## src/rtl/lsu_mem_initiator_if.sv

```systemverilog
// LSU memory initiator bundle: execute-stage op in, result out,
// and the request/response port toward the data memory.
interface lsu_mem_initiator_if;
   logic        in_valid;
   logic        in_ready;
   logic        in_is_load;
   logic        in_is_store;
   logic [2:0]  in_funct3;
   logic [31:0] in_addr;
   logic [31:0] in_wdata;

   logic        out_valid;
   logic        out_ready;
   logic [31:0] out_rdata;
   logic        out_err;
   logic [1:0]  out_err_cause;

   logic        lsu_reqValid;
   logic        lsu_respValid;
   logic [31:0] lsu_addr;
   logic        lsu_wen;
   logic [31:0] lsu_wdata;
   logic [3:0]  lsu_wmask;
   logic [31:0] lsu_rdata;

   modport master (
      input  in_valid,
      input  in_is_load,
      input  in_is_store,
      input  in_funct3,
      input  in_addr,
      input  in_wdata,
      output in_ready,
      output out_valid,
      input  out_ready,
      output out_rdata,
      output out_err,
      output out_err_cause,
      output lsu_reqValid,
      input  lsu_respValid,
      output lsu_addr,
      output lsu_wen,
      output lsu_wdata,
      output lsu_wmask,
      input  lsu_rdata
   );

   modport slave (
      output in_valid,
      output in_is_load,
      output in_is_store,
      output in_funct3,
      output in_addr,
      output in_wdata,
      input  in_ready,
      input  out_valid,
      output out_ready,
      input  out_rdata,
      input  out_err,
      input  out_err_cause,
      input  lsu_reqValid,
      output lsu_respValid,
      input  lsu_addr,
      input  lsu_wen,
      input  lsu_wdata,
      input  lsu_wmask,
      output lsu_rdata
   );
endinterface

```

## src/rtl/lsu_mem_initiator.sv

```systemverilog
// Load/store initiator: aligns one op onto a word memory port,
// waits for the response with a timeout, and returns the result.
module lsu_mem_initiator #(
   parameter int unsigned TIMEOUT_CYCLES = 255,
   parameter int unsigned CNT_W          = 8
) (
   input  logic                 clk,
   input  logic                 rst,
   lsu_mem_initiator_if.master  bus
);

   typedef enum logic [1:0] {
      IDLE = 2'd0,
      REQ  = 2'd1,
      DONE = 2'd2
   } state_t;

   localparam logic [CNT_W-1:0] CNT_MAX  = CNT_W'(TIMEOUT_CYCLES);
   localparam logic [CNT_W-1:0] CNT_LAST = CNT_W'(TIMEOUT_CYCLES - 1);

   state_t           state_q, state_d;
   logic [CNT_W-1:0] cnt_q, cnt_d;

   logic [31:0] addr_q, addr_d;
   logic        wen_q, wen_d;
   logic [31:0] wdata_q, wdata_d;
   logic [3:0]  wmask_q, wmask_d;
   logic [2:0]  f3_q, f3_d;
   logic [1:0]  off_q, off_d;

   logic [31:0] rdata_q, rdata_d;
   logic        err_q, err_d;
   logic [1:0]  cause_q, cause_d;

   logic [1:0]  off;
   logic        ld_f3_ok;
   logic        st_f3_ok;
   logic        illegal;
   logic        misal;
   logic [3:0]  st_mask;
   logic [31:0] st_wdata;
   logic [31:0] ld_shift;
   logic [31:0] ld_data;

   // Decode of the offered op
   always_comb begin
      off      = bus.in_addr[1:0];
      ld_f3_ok = bus.in_funct3 inside {3'b000, 3'b001, 3'b010,
                                       3'b100, 3'b101};
      st_f3_ok = bus.in_funct3 inside {3'b000, 3'b001, 3'b010};
      illegal  = (bus.in_is_load == bus.in_is_store)
               | (bus.in_is_load  & ~ld_f3_ok)
               | (bus.in_is_store & ~st_f3_ok);
      misal    = 1'b0;
      st_mask  = 4'b1111;
      unique case (1'b1)
         (bus.in_funct3[1:0] == 2'b00): begin
            st_mask = 4'b0001 << off;
         end
         (bus.in_funct3[1:0] == 2'b01): begin
            st_mask = 4'b0011 << off;
            misal   = off[0];
         end
         default: begin
            st_mask = 4'b1111;
            misal   = (off != 2'b00);
         end
      endcase
      st_wdata = bus.in_wdata << {off, 3'b000};
   end

   // Lane extraction and extension of the returned word
   always_comb begin
      ld_shift = bus.lsu_rdata >> {off_q, 3'b000};
      unique case (f3_q)
         3'b000:  ld_data = {{24{ld_shift[7]}}, ld_shift[7:0]};
         3'b001:  ld_data = {{16{ld_shift[15]}}, ld_shift[15:0]};
         3'b100:  ld_data = {24'd0, ld_shift[7:0]};
         3'b101:  ld_data = {16'd0, ld_shift[15:0]};
         default: ld_data = ld_shift;
      endcase
   end

   always_comb begin
      state_d = state_q;
      cnt_d   = cnt_q;
      addr_d  = addr_q;
      wen_d   = wen_q;
      wdata_d = wdata_q;
      wmask_d = wmask_q;
      f3_d    = f3_q;
      off_d   = off_q;
      rdata_d = rdata_q;
      err_d   = err_q;
      cause_d = cause_q;
      unique case (state_q)
         IDLE: begin
            if (bus.in_valid) begin
               if (illegal || misal) begin
                  rdata_d = 32'd0;
                  err_d   = 1'b1;
                  cause_d = illegal ? 2'b10 : 2'b01;
                  state_d = DONE;
               end else begin
                  addr_d  = {bus.in_addr[31:2], 2'b00};
                  wen_d   = bus.in_is_store;
                  wdata_d = bus.in_is_store ? st_wdata : 32'd0;
                  wmask_d = bus.in_is_store ? st_mask : 4'b0000;
                  f3_d    = bus.in_funct3;
                  off_d   = off;
                  cnt_d   = '0;
                  state_d = REQ;
               end
            end
         end
         REQ: begin
            if (bus.lsu_respValid) begin
               rdata_d = wen_q ? 32'd0 : ld_data;
               err_d   = 1'b0;
               cause_d = 2'b00;
               state_d = DONE;
            end else begin
               if (cnt_q != CNT_MAX) begin
                  cnt_d = cnt_q + 1'b1;
               end
               // This cycle is the last one the request may stay open
               if (cnt_q >= CNT_LAST) begin
                  rdata_d = 32'd0;
                  err_d   = 1'b1;
                  cause_d = 2'b11;
                  state_d = DONE;
               end
            end
         end
         DONE: begin
            if (bus.out_ready) begin
               state_d = IDLE;
            end
         end
         default: begin
            state_d = IDLE;
         end
      endcase
   end

   always_ff @(posedge clk or negedge rst) begin
      if (!rst) begin
         state_q <= IDLE;
         cnt_q   <= '0;
         addr_q  <= 32'd0;
         wen_q   <= 1'b0;
         wdata_q <= 32'd0;
         wmask_q <= 4'b0000;
         f3_q    <= 3'b000;
         off_q   <= 2'b00;
         rdata_q <= 32'd0;
         err_q   <= 1'b0;
         cause_q <= 2'b00;
      end else begin
         state_q <= state_d;
         cnt_q   <= cnt_d;
         addr_q  <= addr_d;
         wen_q   <= wen_d;
         wdata_q <= wdata_d;
         wmask_q <= wmask_d;
         f3_q    <= f3_d;
         off_q   <= off_d;
         rdata_q <= rdata_d;
         err_q   <= err_d;
         cause_q <= cause_d;
      end
   end

   assign bus.in_ready      = (state_q == IDLE);
   assign bus.lsu_reqValid  = (state_q == REQ);
   assign bus.out_valid     = (state_q == DONE);
   assign bus.lsu_addr      = addr_q;
   assign bus.lsu_wen       = wen_q;
   assign bus.lsu_wdata     = wdata_q;
   assign bus.lsu_wmask     = wmask_q;
   assign bus.out_rdata     = rdata_q;
   assign bus.out_err       = err_q;
   assign bus.out_err_cause = cause_q;

endmodule

```

## src/flat_wrapper.sv

```systemverilog
// flat-port wrapper written by rule: the top's interface ports become plain ports
module lsu_mem_initiator_flat 
#(
   parameter int unsigned TIMEOUT_CYCLES = 255,
   parameter int unsigned CNT_W          = 8
)
  (clk, rst, bus_in_valid, bus_in_is_load, bus_in_is_store, bus_in_funct3, bus_in_addr, bus_in_wdata, bus_in_ready, bus_out_valid, bus_out_ready, bus_out_rdata, bus_out_err, bus_out_err_cause, bus_lsu_reqValid, bus_lsu_respValid, bus_lsu_addr, bus_lsu_wen, bus_lsu_wdata, bus_lsu_wmask, bus_lsu_rdata);
  lsu_mem_initiator_if bus_i ();
  input  logic clk;
  input  logic rst;
  input wire logic [$bits(bus_i.in_valid)-1:0] bus_in_valid;
  input wire logic [$bits(bus_i.in_is_load)-1:0] bus_in_is_load;
  input wire logic [$bits(bus_i.in_is_store)-1:0] bus_in_is_store;
  input wire logic [$bits(bus_i.in_funct3)-1:0] bus_in_funct3;
  input wire logic [$bits(bus_i.in_addr)-1:0] bus_in_addr;
  input wire logic [$bits(bus_i.in_wdata)-1:0] bus_in_wdata;
  output wire logic [$bits(bus_i.in_ready)-1:0] bus_in_ready;
  output wire logic [$bits(bus_i.out_valid)-1:0] bus_out_valid;
  input wire logic [$bits(bus_i.out_ready)-1:0] bus_out_ready;
  output wire logic [$bits(bus_i.out_rdata)-1:0] bus_out_rdata;
  output wire logic [$bits(bus_i.out_err)-1:0] bus_out_err;
  output wire logic [$bits(bus_i.out_err_cause)-1:0] bus_out_err_cause;
  output wire logic [$bits(bus_i.lsu_reqValid)-1:0] bus_lsu_reqValid;
  input wire logic [$bits(bus_i.lsu_respValid)-1:0] bus_lsu_respValid;
  output wire logic [$bits(bus_i.lsu_addr)-1:0] bus_lsu_addr;
  output wire logic [$bits(bus_i.lsu_wen)-1:0] bus_lsu_wen;
  output wire logic [$bits(bus_i.lsu_wdata)-1:0] bus_lsu_wdata;
  output wire logic [$bits(bus_i.lsu_wmask)-1:0] bus_lsu_wmask;
  input wire logic [$bits(bus_i.lsu_rdata)-1:0] bus_lsu_rdata;
  assign bus_i.in_valid = bus_in_valid;
  assign bus_i.in_is_load = bus_in_is_load;
  assign bus_i.in_is_store = bus_in_is_store;
  assign bus_i.in_funct3 = bus_in_funct3;
  assign bus_i.in_addr = bus_in_addr;
  assign bus_i.in_wdata = bus_in_wdata;
  assign bus_in_ready = bus_i.in_ready;
  assign bus_out_valid = bus_i.out_valid;
  assign bus_i.out_ready = bus_out_ready;
  assign bus_out_rdata = bus_i.out_rdata;
  assign bus_out_err = bus_i.out_err;
  assign bus_out_err_cause = bus_i.out_err_cause;
  assign bus_lsu_reqValid = bus_i.lsu_reqValid;
  assign bus_i.lsu_respValid = bus_lsu_respValid;
  assign bus_lsu_addr = bus_i.lsu_addr;
  assign bus_lsu_wen = bus_i.lsu_wen;
  assign bus_lsu_wdata = bus_i.lsu_wdata;
  assign bus_lsu_wmask = bus_i.lsu_wmask;
  assign bus_i.lsu_rdata = bus_lsu_rdata;
  lsu_mem_initiator #(.TIMEOUT_CYCLES(TIMEOUT_CYCLES), .CNT_W(CNT_W)) u_core (.clk(clk), .rst(rst), .bus(bus_i));
endmodule
```

## config.mk

```make
export PLATFORM = sky130hd
export DESIGN_NAME = lsu_mem_initiator_flat
export DESIGN_NICKNAME = d
export VERILOG_FILES = /design/src/rtl/lsu_mem_initiator_if.sv /design/src/rtl/lsu_mem_initiator.sv /design/src/flat_wrapper.sv
export SDC_FILE = /design/constraint.sdc
export NUM_CORES = 1
export LEC_CHECK = 0
export ABC_CLOCK_PERIOD_IN_PS = 3800
export CAP_MARGIN = 20
export CELL_PAD_IN_SITES_DETAIL_PLACEMENT = 1
export CELL_PAD_IN_SITES_GLOBAL_PLACEMENT = 1
export CORE_UTILIZATION = 37
export CTS_CLUSTER_DIAMETER = 60
export DETAILED_ROUTE_END_ITERATION = 16
export GPL_TIMING_DRIVEN = 0
export PLACE_DENSITY = 0.94
export SLEW_MARGIN = 10
export SYNTH_ARGS = -nofsm -noshare
export SYNTH_HDL_FRONTEND = slang
export SYNTH_SLANG_ARGS = --single-unit
```

## constraint.sdc

```tcl
create_clock -name clk -period 3.8 [get_ports clk]
set_input_delay 0.76 -clock clk [delete_from_list [all_inputs] [get_ports clk]]
set_output_delay 0.76 -clock clk [all_outputs]
set_load 0.02 [all_outputs]
```

==> results by group <==
Run status
  – Outcome: finished clean

Clock network
  – Cts bufs inserted: 17
  – Hold buffers post-CTS: 0
  – CTS Sinks: 117
  – Number of buffers added for setup after CTS: 0
  – Root buf cell: clkbuf_16
  – Cells resized by post-CTS repair: 0
  – Clock latency on the worst-skew pair: 0.41 ns
  – Clk slew on worst S/H paths: 0.05 ns
  – Deepest clock path buffer count: 2
  – CTS tree: done
  – Htree depth: 4

Yosys
  – Number of synthesized flops with an enable pin: 0
  – Ys async rst share: 100%
  – Register area share after synthesis: 50.9%
  – Mapped Cells: 502
  – FF+latch count, synth: 117
  – Cell variety after synth: 56
  – Yosys warns: 0
  – Post-synth top flop: dfrtp_1
  – Post-Syn Area per Cell: 11.5 sq um
  – Synthesized area: between 0.005 and 0.006 sq mm

Setup path
  – CP max stage delay: 0.70 ns
  – Arrival @ worst endpoint: about 1.9 ns
  – Cells along the critical path: nor2_1, clkdlybuf4s50_1
  – Reg2reg start: u_core.state_q[1]$_DFFE_PN0P_
  – Startpoint types: register
  – CP max-delay cell: clkdlybuf4s50_1
  – Critical path capture point type: output pin
  – Req. time, crit path: 3.04 ns
  – Crit Path Max Fanout: 8
  – WS Path Type: reg2out
  – Worst Setup SP: u_core.state_q[0]$_DFFE_PN0P_

Timing
  – Final Hold Fails: 0
  – Fin Clk Skew: 0.00732 ns
  – Final setup viols: 0
  – Slew Limit Fails: 0
  – Worst-margin pin slew: 0.724 ns
  – Fmax: 380 MHz
  – Unrepaired setup endpoints after global routing: false
  – Rel. slew slack: 51.7%
  – Final hold slack: roughly 0.22 ns
  – Post-route minimum period: 2.63 ns
  – Period utilization: a little over two thirds

Power and ir drop
  – VDD IR max: 0.000340 V
  – Pwr Total: slightly below 0.006 W
  – Power Density: 665 mW/mm^2
  – Leakage: around 3.8 nW

GRT
  – Total gr overflow: 0
  – Met1 global-route usage: 31.1%
  – Largest net degree at the start of global routing: 92
  – GRT Total Usage: about a quarter
  – First-pass GRT wire length: 31.5 mm
  – Global routing's busiest layer: met2
  – Met2 global-route usage: 44.8%
  – Initial antenna violation count: 0
  – Met3 GRT Util: 7.00%
  – Vias in the first global route: 5693

Detailed routing
  – Vias per cell: 5.43
  – Final ANT Viol Nets: 0
  – Number of DRC markers in iteration 0: 255
  – TritonRoute pass-1 iters: 4
  – Via count: between 5000 and 6000
  – Final wirelength: 20.0 mm
  – Routed length per instance: 21.5 um
  – DRC: 0

Die
  – Die Y-Extent: 127 um
  – Starting Density: 37.8%
  – Standard-cell rows: 45
  – Num ports: around 210
  – Core area: 0.0152 sq mm
  – Die area: 0.0160 sq mm
  – Chip width: 127 um

Placed design
  – Post-DP HPWL: 14.9 mm
  – Inst Count DP: 899
  – I/O Buffers: 207
  – RD Place Congestion: 0.918
  – Placed instance area: about 0.0081 sq mm

Layout
  – Nets: 838
  – Layout cells sized above 1: 10.4%
  – Most common cell after layout, fill and taps aside: clkdlybuf4s50_1
  – Area delta synth->final: 51.7%
  – Most frequent cells in the layout: clkdlybuf4s50_1, dfrtp_1, mux2i_1
  – Fillers: 1594
  – Final instance area: 0.00872 sq mm
  – Fin cells: 931
  – ANT cells: 0

Job
  – Max Cap Violations: 0

Worst hold path
  – Hold crit path type: in2async
[worst max-delay path: cells and delay by family, from the launching register on]
family / cells / cell delay, ns
AND/OR/NAND/NOR: 1 / 0.33
flip-flops: 1 / 0.44
buffers and inverters: 1 / 0.70
[metrics by stage]
step                      setup slack (ns)  util [%]  TNS, ns
after floorplan                       1.48         -        0
after global placement               -2.49      53.0  -289.54
after detailed placement             0.784      53.2        0
after CTS                             1.15      57.4        0
after global routing                  1.10      57.4        0
final                                 1.17      57.4        0
[area by class of cell]
| class | instances | area [sq um] | share of cell area [%] |
|---|---|---|---|
| plain buffers | 36 | 215 | 2.47 |
| clock buffers | 22 | 454 | 5.21 |
| clock inverters | 10 | 178 | 2.04 |
| inverters | 24 | 90.1 | 1.03 |
| multi-input cells | 326 | 2520 | 28.9 |
| flip-flops and latches | 117 | 2930 | 33.6 |
| well taps | 188 | 235 | 2.70 |
| repair buffers | 208 | 2100 | 24.1 |
[metal layers]
metal / up-vias / part of all wire, % / wire length, um
met5: - / 0 / 0
li1: 2262 / - / -
met1: 2529 / 41 / 8140
met3: 33 / 7.4 / 1490
met4: 0 / 2.1 / 418
met2: 233 / 50 / 9940
[synth_stat cells, types with 2 or more instances]
| library cell | instances | area (sq um) |
|---|---|---|
| mux2_1 | 31 | 349 |
| nand4_1 | 2 | 12.5 |
| xor2_1 | 2 | 17.5 |
| nor2b_1 | 5 | 31.3 |
| nor2_1 | 22 | 82.6 |
| o2bb2ai_1 | 11 | 96.3 |
| dfrtp_1 | 117 | 2930 |
| inv_1 | 22 | 82.6 |
| nand2b_1 | 4 | 25.0 |
| nand2_1 | 49 | 184 |
| o21ai_0 | 27 | 135 |
| nor3b_1 | 4 | 30.0 |
| mux2_2 | 15 | 169 |
| buf_6 | 5 | 56.3 |
| mux2i_1 | 59 | 591 |
| a221o_1 | 16 | 160 |
| xnor2_1 | 4 | 35.0 |
| buf_4 | 8 | 60.1 |
| ha_1 | 2 | 25.0 |
| a22oi_1 | 2 | 15.0 |
| buf_1 | 2 | 7.51 |
| o22ai_1 | 3 | 18.8 |
| o21ai_1 | 3 | 15.0 |
| a22o_1 | 15 | 131 |
| a21oi_1 | 8 | 40.0 |
| buf_2 | 10 | 50.1 |
| nand3_1 | 10 | 50.1 |
| a32o_1 | 6 | 60.1 |
| clkbuf_1 | 11 | 41.3 |
[final timing paths]
check	end	slack [ns]	cells after the start
max	bus_in_ready	1.17	2
min	u_core.bus.lsu_addr[7]$_DFFE_PN0P_	0.22	1
max reg2reg	u_core.bus.out_rdata[28]$_DFFE_PN0P_	1.60	7
min reg2reg	u_core.bus.lsu_addr[8]$_DFFE_PN0P_	0.48	1
max in group asynchronous	u_core.bus.lsu_wdata[19]$_DFFE_PN0P_	2.80	2
min in group clk	u_core.bus.lsu_addr[8]$_DFFE_PN0P_	0.48	1
[flip-flops by register name, summed over array words and instances, names as in the netlist]
register / flops
u_core.bus.lsu_addr: 30
u_core.bus.lsu_wdata: 32
u_core.bus.lsu_wen: 1
u_core.bus.lsu_wmask: 4
u_core.bus.out_err: 1
u_core.bus.out_err_cause: 2
u_core.bus.out_rdata: 32
u_core.cnt_q: 8
u_core.f3_q: 3
u_core.off_q: 2
u_core.state_q: 2
[where the power goes]
group / internal [W] / switching, W / total (W)
Combinational: 0.00105 / 0.00117 / 0.00222
Sequential: 0.00161 / 0.000232 / 0.00184
Clock: 0.00118 / 0.000566 / 0.00174
Total: 0.00384 / 0.00197 / 0.00580
[cell families (layout without fill, tap and decap cells)]
family          count (synthesis)  in the layout  synth area share (%)
flops                         117            117                  50.9
mux                           105            105                  19.3
simple gates                  107            107                  9.07
xor+xnor                        6              6                 0.914
buf+inv                        60            300                  5.31
other cells                     1              2                0.0652
compound gates                104            104                  14.0
fa+ha+maj                       2              2                 0.435
(Power assumes the default switching activity.)
